[config.mk]
export PLATFORM = sky130hd
export DESIGN_NAME = poly_mult_seq
export DESIGN_NICKNAME = d
export VERILOG_FILES = /design/src/rtl/poly_mult_seq.sv
export SDC_FILE = /design/constraint.sdc
export NUM_CORES = 1
export LEC_CHECK = 0
export CORE_MARGIN = 4
export CORE_UTILIZATION = 58
export DETAILED_ROUTE_END_ITERATION = 7
export GPL_TIMING_DRIVEN = 0
export PLACE_DENSITY = 0.82
export SYNTH_ARGS = -nofsm -noshare
export SYNTH_HDL_FRONTEND = slang
export SYNTH_SLANG_ARGS = --single-unit
[constraint.sdc]
create_clock -name clk -period 9.2 [get_ports clk]
set_clock_uncertainty 0.15 [all_clocks]
set_input_delay 1.84 -clock clk [delete_from_list [all_inputs] [get_ports clk]]
set_output_delay 1.84 -clock clk [all_outputs]
set_load 0.05 [all_outputs]
[src/rtl/poly_mult_seq.sv]
// Sequential polynomial multiplier over Z_(2^W)[x]/(x^N -/+ 1): loads N operand
// beats, runs N*N single-MAC cycles, then streams the N result coefficients.
module poly_mult_seq #(
   parameter int N = 4,
   parameter int W = 4
) (
   input  logic         clk,
   input  logic         reset,
   input  logic         in_valid,
   output logic         in_ready,
   input  logic [W-1:0] a_in,
   input  logic [W-1:0] b_in,
   input  logic         mode,
   output logic         out_valid,
   input  logic         out_ready,
   output logic [W-1:0] out_data,
   output logic         out_last,
   output logic         busy
);

   localparam int LOG = $clog2(N);
   localparam logic [LOG-1:0] LAST   = LOG'(N - 1);
   localparam logic [LOG-1:0] PENULT = LOG'(N - 2);

   typedef enum logic [1:0] {LOAD, COMPUTE, OUTPUT} state_t;

   state_t         state_q;
   logic [W-1:0]   a_q   [N];
   logic [W-1:0]   b_q   [N];
   logic [W-1:0]   acc_q [N];
   logic [LOG-1:0] beat_q, i_q, j_q, idx_q;
   logic           mode_q;
   logic           in_ready_q, out_valid_q, out_last_q, busy_q;

   // Carry out of i+j flags a wrap past x^N; the low bits are (i+j) mod N.
   logic [LOG:0]   ij_sum;
   logic [LOG-1:0] k;
   logic           wrap;
   logic [W-1:0]   prod, acc_d;

   assign ij_sum = {1'b0, i_q} + {1'b0, j_q};
   assign k      = ij_sum[LOG-1:0];
   assign wrap   = ij_sum[LOG];
   assign prod   = a_q[i_q] * b_q[j_q];
   assign acc_d  = (wrap && mode_q) ? acc_q[k] - prod : acc_q[k] + prod;

   assign in_ready  = in_ready_q;
   assign out_valid = out_valid_q;
   assign out_last  = out_last_q;
   assign busy      = busy_q;
   assign out_data  = out_valid_q ? acc_q[idx_q] : '0;

   always_ff @(posedge clk or posedge reset) begin
      if (reset) begin
         state_q     <= LOAD;
         beat_q      <= '0;
         i_q         <= '0;
         j_q         <= '0;
         idx_q       <= '0;
         mode_q      <= 1'b0;
         in_ready_q  <= 1'b1;
         out_valid_q <= 1'b0;
         out_last_q  <= 1'b0;
         busy_q      <= 1'b0;
         for (int n = 0; n < N; n++) begin
            a_q[n]   <= '0;
            b_q[n]   <= '0;
            acc_q[n] <= '0;
         end
      end else begin
         case (state_q)
            LOAD: begin
               if (in_valid) begin
                  a_q[beat_q] <= a_in;
                  b_q[beat_q] <= b_in;
                  if (beat_q == '0) mode_q <= mode;
                  if (beat_q == LAST) begin
                     beat_q     <= '0;
                     i_q        <= '0;
                     j_q        <= '0;
                     state_q    <= COMPUTE;
                     in_ready_q <= 1'b0;
                     busy_q     <= 1'b1;
                     for (int n = 0; n < N; n++) acc_q[n] <= '0;
                  end else begin
                     beat_q <= beat_q + 1'b1;
                  end
               end
            end
            COMPUTE: begin
               acc_q[k] <= acc_d;
               if (j_q == LAST) begin
                  j_q <= '0;
                  if (i_q == LAST) begin
                     i_q         <= '0;
                     idx_q       <= '0;
                     state_q     <= OUTPUT;
                     out_valid_q <= 1'b1;
                     out_last_q  <= 1'b0;
                  end else begin
                     i_q <= i_q + 1'b1;
                  end
               end else begin
                  j_q <= j_q + 1'b1;
               end
            end
            OUTPUT: begin
               if (out_ready) begin
                  if (idx_q == LAST) begin
                     idx_q       <= '0;
                     state_q     <= LOAD;
                     out_valid_q <= 1'b0;
                     out_last_q  <= 1'b0;
                     busy_q      <= 1'b0;
                     in_ready_q  <= 1'b1;
                  end else begin
                     idx_q      <= idx_q + 1'b1;
                     out_last_q <= (idx_q == PENULT);
                  end
               end
            end
            default: state_q <= LOAD;
         endcase
      end
   end

endmodule

==> results.toml, run 1 <==
[min_path]
hold_path_startpoint = "in_ready"
hp-class = "reg2reg"

[grt]
grt_pass1_vias = 2509
grt_pass1_wl_um = 12000
grtUsageTotal_pct = 21.5
grt.overflow.total = 0
antenna_found_initial = 0
grt_max_degree = 38

[route]
avgRoutedWirePerCell_um = 17.6
dr.first_iter.drc_count = 134
drc = 0
antenna_left = 0
vias = 2291
dr.pass1.iters = 4
wirelength_um = 6940
vias_per_cell = 5.81

[clock_network]
hold_buffers = 0
cts_sinks = 63
post_cts_resized = 0
htree_levels = 3
clk_latency_ns = 0.35
clock_path_buffers = 2
post-cts-setup-buffers = 0
cts_root_buf = "clkbuf_8"
cts_tree = "built"
clkTransAtPathRegs_ns = 0.06
numCtsBuffers = 9

[sta]
drv_slew = 0
period_share_pct = 48.8
finalHoldViolations = 0
finalSetupViolCount = 0
fin_crit_ns = 4.49
fmax_mhz = 223
worst_pin_slew_ns = 0.642
maxSlewHeadroom_pct = 57.1
setup_tns_ns = 0
rsz0062_at_grt = "no"

[setup_path]
startpoint = "idx_q[0]"
cp_cell_sequence = "clkbuf_1 -> mux4_2 -> and2_1 -> clkdlybuf4s50_1"
slowest_delay_ns = 0.69
crit_required_ns = 7.21
start_kind = "flip-flop"
path_delay_family = "buffers and inverters"
worst-path-buf-inv = 2
rr_startpoint = "i_q[0]"
slowest_stage = "clkdlybuf4s50_1"
worst_ep_arrival_time_ns = 2.50
path_class = "reg2out"
path_max_fanout = 7
critPathCaptureType = "output pin"

[finish]
fillers = 380
layout.area.seq_um2 = 1580
fin_nets = 349
drive_above_1_share_pct = 24.2
num_antenna_cells = 0
multi_input_area_um2 = 1700
synthToLayoutAreaGrowth_pct = 16.1

[synthesis]
synth_cells = 285
syn_nets = 317
yosysTopAreaCellShare_pct = 44.9
yosysUniqueCellTypes = 36
yosysTopAreaCell = "dfrtp_1"
syn_area_per_cell_um2 = 12.1
yosysSeqAreaShare_pct = 45.7
syn-cell-area_um2 = 3450
synthTopCellsByArea = "dfrtp_1, mux2_2, mux4_2"
ys.warnings.count = 0
synth_seq_cells = 63

[floorplan]
rows = 27
pin_count = 21
dieArea_um2 = 7250
die-height_um = 85.2
coreArea_um2 = 5640
die_w_um = 85.2
start_util_pct = 61.2

[place]
place.gp.congestion = 0.832
post-dp-hpwl_um = 4900
io_buffers = 20

[job]
cap_violations = 0

[outcome]
status = "finished, final reports clean"
worst paths after layout:
| path | cells past startpoint | to | slack [ns] |
|---|---|---|---|
| max | 4 | out_data[3] | 4.71 |
| min in group asynchronous | 2 | acc_q[9] | 1.72 |
| min | 2 | in_ready | 0.32 |
| min reg2reg | 2 | in_ready | 0.32 |
| max reg2reg | 14 | acc_q[15] | 5.36 |
| max in group asynchronous | 3 | b_q[14] | 6.59 |
kinds of logic after synthesis:
kind of cell,count (synthesis),share of synthesized area (%)
DFF,63,45.7
and+or+nand+nor,64,9.20
xor gates and xnor gates,9,3.15
AOI/OAI and AO/OA,41,7.28
buffers and inverters,38,5.25
adders and majority gates,19,7.32
muxes,51,22.1
cells in the final DEF (no fill, tap or decap), types with 11 or more instances in the layout:
cell type,Yosys,final
nand2_1,26,26
ha_1,17,17
o22ai_1,14,14
mux4_2,13,13
inv_1,25,24
and2_1,13,13
o21ai_0,11,11
clkdlybuf4s50_1,0,20
mux2_2,34,34
dfrtp_1,62,62
synthesized netlist by cell type, drive strengths merged:
cell    number
dfrtp       62
mux2        34
nand2       27
inv         25
ha          17
mux4        16
o22ai       14
and2        13
o21ai       12
nor2         9
a21oi        7
clkbuf       7
buf          6
nand3        4
nand3b       4
xnor2        4
a21o         3
a22o         3
xor2         3
and2b        2
fa           2
nor2b        2
xnor3        2
dfstp        1
mux2i        1
nand2b       1
nor3b        1
o211ai       1
o41ai        1
or2          1
state kept, by name, summed over array words and instances, names as in the netlist, 2 cells and up:
name and flops:
a_q 16, i_q 2, state_q 2, idx_q 2
b_q 16, beat_q 2, acc_q 16, j_q 2
layout make-up:
class | count | area share, %
multi-input combinational | 184 | 42.3
sequential | 63 | 39.3
timing repair buffer | 21 | 5.49
clock buffer | 10 | 3.43
clock inverter | 6 | 2.68
inverter | 25 | 2.34
tap | 72 | 2.25
buffer | 13 | 2.18
through the flow:
step | hold slack [ns] | util (%) | worst slack (ns) | instance area, um2 | instances
final | 0.317 | 71.1 | 4.71 | 4010 | 394
after detailed placement | 0.317 | 66.7 | 4.94 | 3760 | 378
after floorplan | 0.309 | - | 5.64 | 3450 | 285
after global placement | 0.306 | 66.4 | 4.56 | 3740 | 377
after CTS | 0.328 | 71.1 | 4.66 | 4010 | 394
after global routing | 0.361 | 71.1 | 4.56 | 4010 | 394
tightest hold or removal path, delay by kind of cell (launching register included):
| family | cells | cell delay [ns] |
|---|---|---|
| flops | 1 | 0.37 |
| simple gates | 2 | 0.09 |
per-layer routing:
layer	vias up	global-route usage (%)	share of wire (%)
met1	1149	28.3	44
met2	58	34.5	50
li1	1072	-	-
met5	-	0	0
met3	12	4.85	3.7
met4	0	8.92	2.0
Power of run 1 is not shown: default switching activity piles up to over one toggle a cycle in this logic, so the estimate is an artifact.
==> run 2: changes to the inputs <==
- CORE_UTILIZATION: 58 -> 54
- PLACE_DENSITY: 0.82 -> 0.8
- clock period: 9.2 -> 3.89 ns (I/O delays scaled with it)
==> results.toml, run 2 (synthesis results as in run 1) <==
[route]
vias = 2305
vias_per_cell = 5.72
avgRoutedWirePerCell_um = 17.3
wirelength_um = 6980
drc = 0
dr.pass1.iters = 4
dr.first_iter.drc_count = 150
antenna_left = 0

[sta]
maxSlewHeadroom_pct = 56.0
finalHoldViolations = 0
drv_slew = 0
period_share_pct = 95.7
fin_crit_ns = 3.72
fmax_mhz = 269
rsz0062_at_grt = "yes"
finalSetupViolCount = 0
worst_pin_slew_ns = 0.660

[clock_network]
hold_buffers = 0
htree_levels = 3
clock_path_buffers = 2
clkTransAtPathRegs_ns = 0.07
cts_root_buf = "clkbuf_8"
cts_tree = "built"
numCtsBuffers = 9
clk_latency_ns = 0.34
cts_sinks = 63

[floorplan]
die_w_um = 88.0
rows = 28
start_util_pct = 57.0
coreArea_um2 = 6060
pin_count = 21
dieArea_um2 = 7740
die-height_um = 88.0

[setup_path]
cp_cell_sequence = "buf_6 -> mux4_2 -> and2_1 -> ha_4 -> inv_1 -> ha_1 -> mux2_2 -> inv_1 -> ha_1 -> a21o_1 -> a21oi_2 -> xor2_1 -> xnor3_2 -> o22ai_2"
path_max_fanout = 5
path_class = "reg2reg"
start_kind = "flip-flop"
critPathCaptureType = "flip-flop"
crit_required_ns = 4.01
path_delay_family = "multiplexers"
worst_ep_arrival_time_ns = 3.84
slowest_delay_ns = 0.55
slowest_stage = "mux4_2"
worst-path-buf-inv = 3

[finish]
multi_input_area_um2 = 1750
final_cell_mix = "dfrtp_1, mux2_2, nand2_1, inv_1, clkdlybuf4s50_1"
fillers = 437
fin_nets = 355
final_util_pct = 66.7
stdcell_area_um2 = 4050
reg_top3 = "a_q: 16 flops, acc_q: 16 flops, b_q: 16 flops"
synthToLayoutAreaGrowth_pct = 17.1
layout_commonest_cell = "dfrtp_1"
layout.area.seq_um2 = 1580
drive_above_1_share_pct = 28.0
num_antenna_cells = 0

[place]
place.gp.congestion = 0.815
io_buffers = 20
post-dp-hpwl_um = 5010
placed_area_um2 = 3770

[min_path]
hp-class = "reg2reg"

[grt]
grt_pass1_vias = 2462
grtUsageTotal_pct = 20.4
antenna_found_initial = 0
grt_pass1_wl_um = 11800
grt_max_degree = 38
grt.overflow.total = 0

[job]
cap_violations = 0

[outcome]
status = "finished, final reports clean"
[run 2: cell count changes in the layout (fill, tap and decap cells not counted), moves of 2 or more]
cell	before	now
buf_4	0	6
bufinv_16	3	0
clkinv_4	0	2
clkinvlp_4	1	3
ha_1	17	15
ha_4	0	2
o22ai_1	14	11
o22ai_2	0	3
[run 2: through the flow]
stage | setup WS (ns) | hold slack, ns | setup TNS, ns | std cells
2_1_floorplan | 0.397 | 0.309 | 0 | 285
3_3_place_gp | 0.136 | 0.304 | 0 | 380
3_5_place_dp | 0.0369 | 0.322 | 0 | 381
4_1_cts | 0.0319 | 0.334 | 0 | 397
5_1_grt | -0.0252 | 0.348 | -0.0439 | 403
6_report | 0.166 | 0.328 | 0 | 403
[run 2: final cells by class]
type | count | share of cell area (%)
timing repair buffer | 27 | 6.56
multi-input combinational | 184 | 43.3
clock buffer | 9 | 3.06
buffer | 13 | 2.17
tap | 75 | 2.32
inverter | 25 | 2.32
clock inverter | 7 | 1.24
sequential | 63 | 39.0
[run 2: worst register-to-register path, delay by kind of cell (launching register included)]
kind / cells / cell delay (ns)
buf+inv: 3 / 0.26
simple gates: 1 / 0.20
mux: 2 / 0.84
xor+xnor: 2 / 0.49
fa+ha+maj: 3 / 0.78
flops: 1 / 0.41
compound gates: 3 / 0.51
[run 2: path summary, 6_finish.rpt]
path	start	end	slack, ns	depth (start not counted)
min in group asynchronous	reset	out_valid	0.68	2
worst max-delay path	j_q[0]	acc_q[11]	0.17	14
worst min register to register	in_ready	in_ready	0.33	2
worst min-delay path	in_ready	in_ready	0.33	2
max in group asynchronous	reset	i_q[1]	2.32	3
worst max register to register	j_q[0]	acc_q[11]	0.17	14
[run 2: layer usage]
layer	track usage, %	up-vias	routed length [um]
met2	33.0	49	3510
met4	8.51	0	112
met3	4.33	9	181
li1	-	1086	-
met5	0	-	0
met1	26.8	1161	3170
[run 2: timing repair]
action                     CTS  global route
hold endpoints to repair     0             0
setup endpoints to repair    0             4
setup buffers                0             6
gates resized for setup      0             8
Power of run 2 is left out for the same reason.
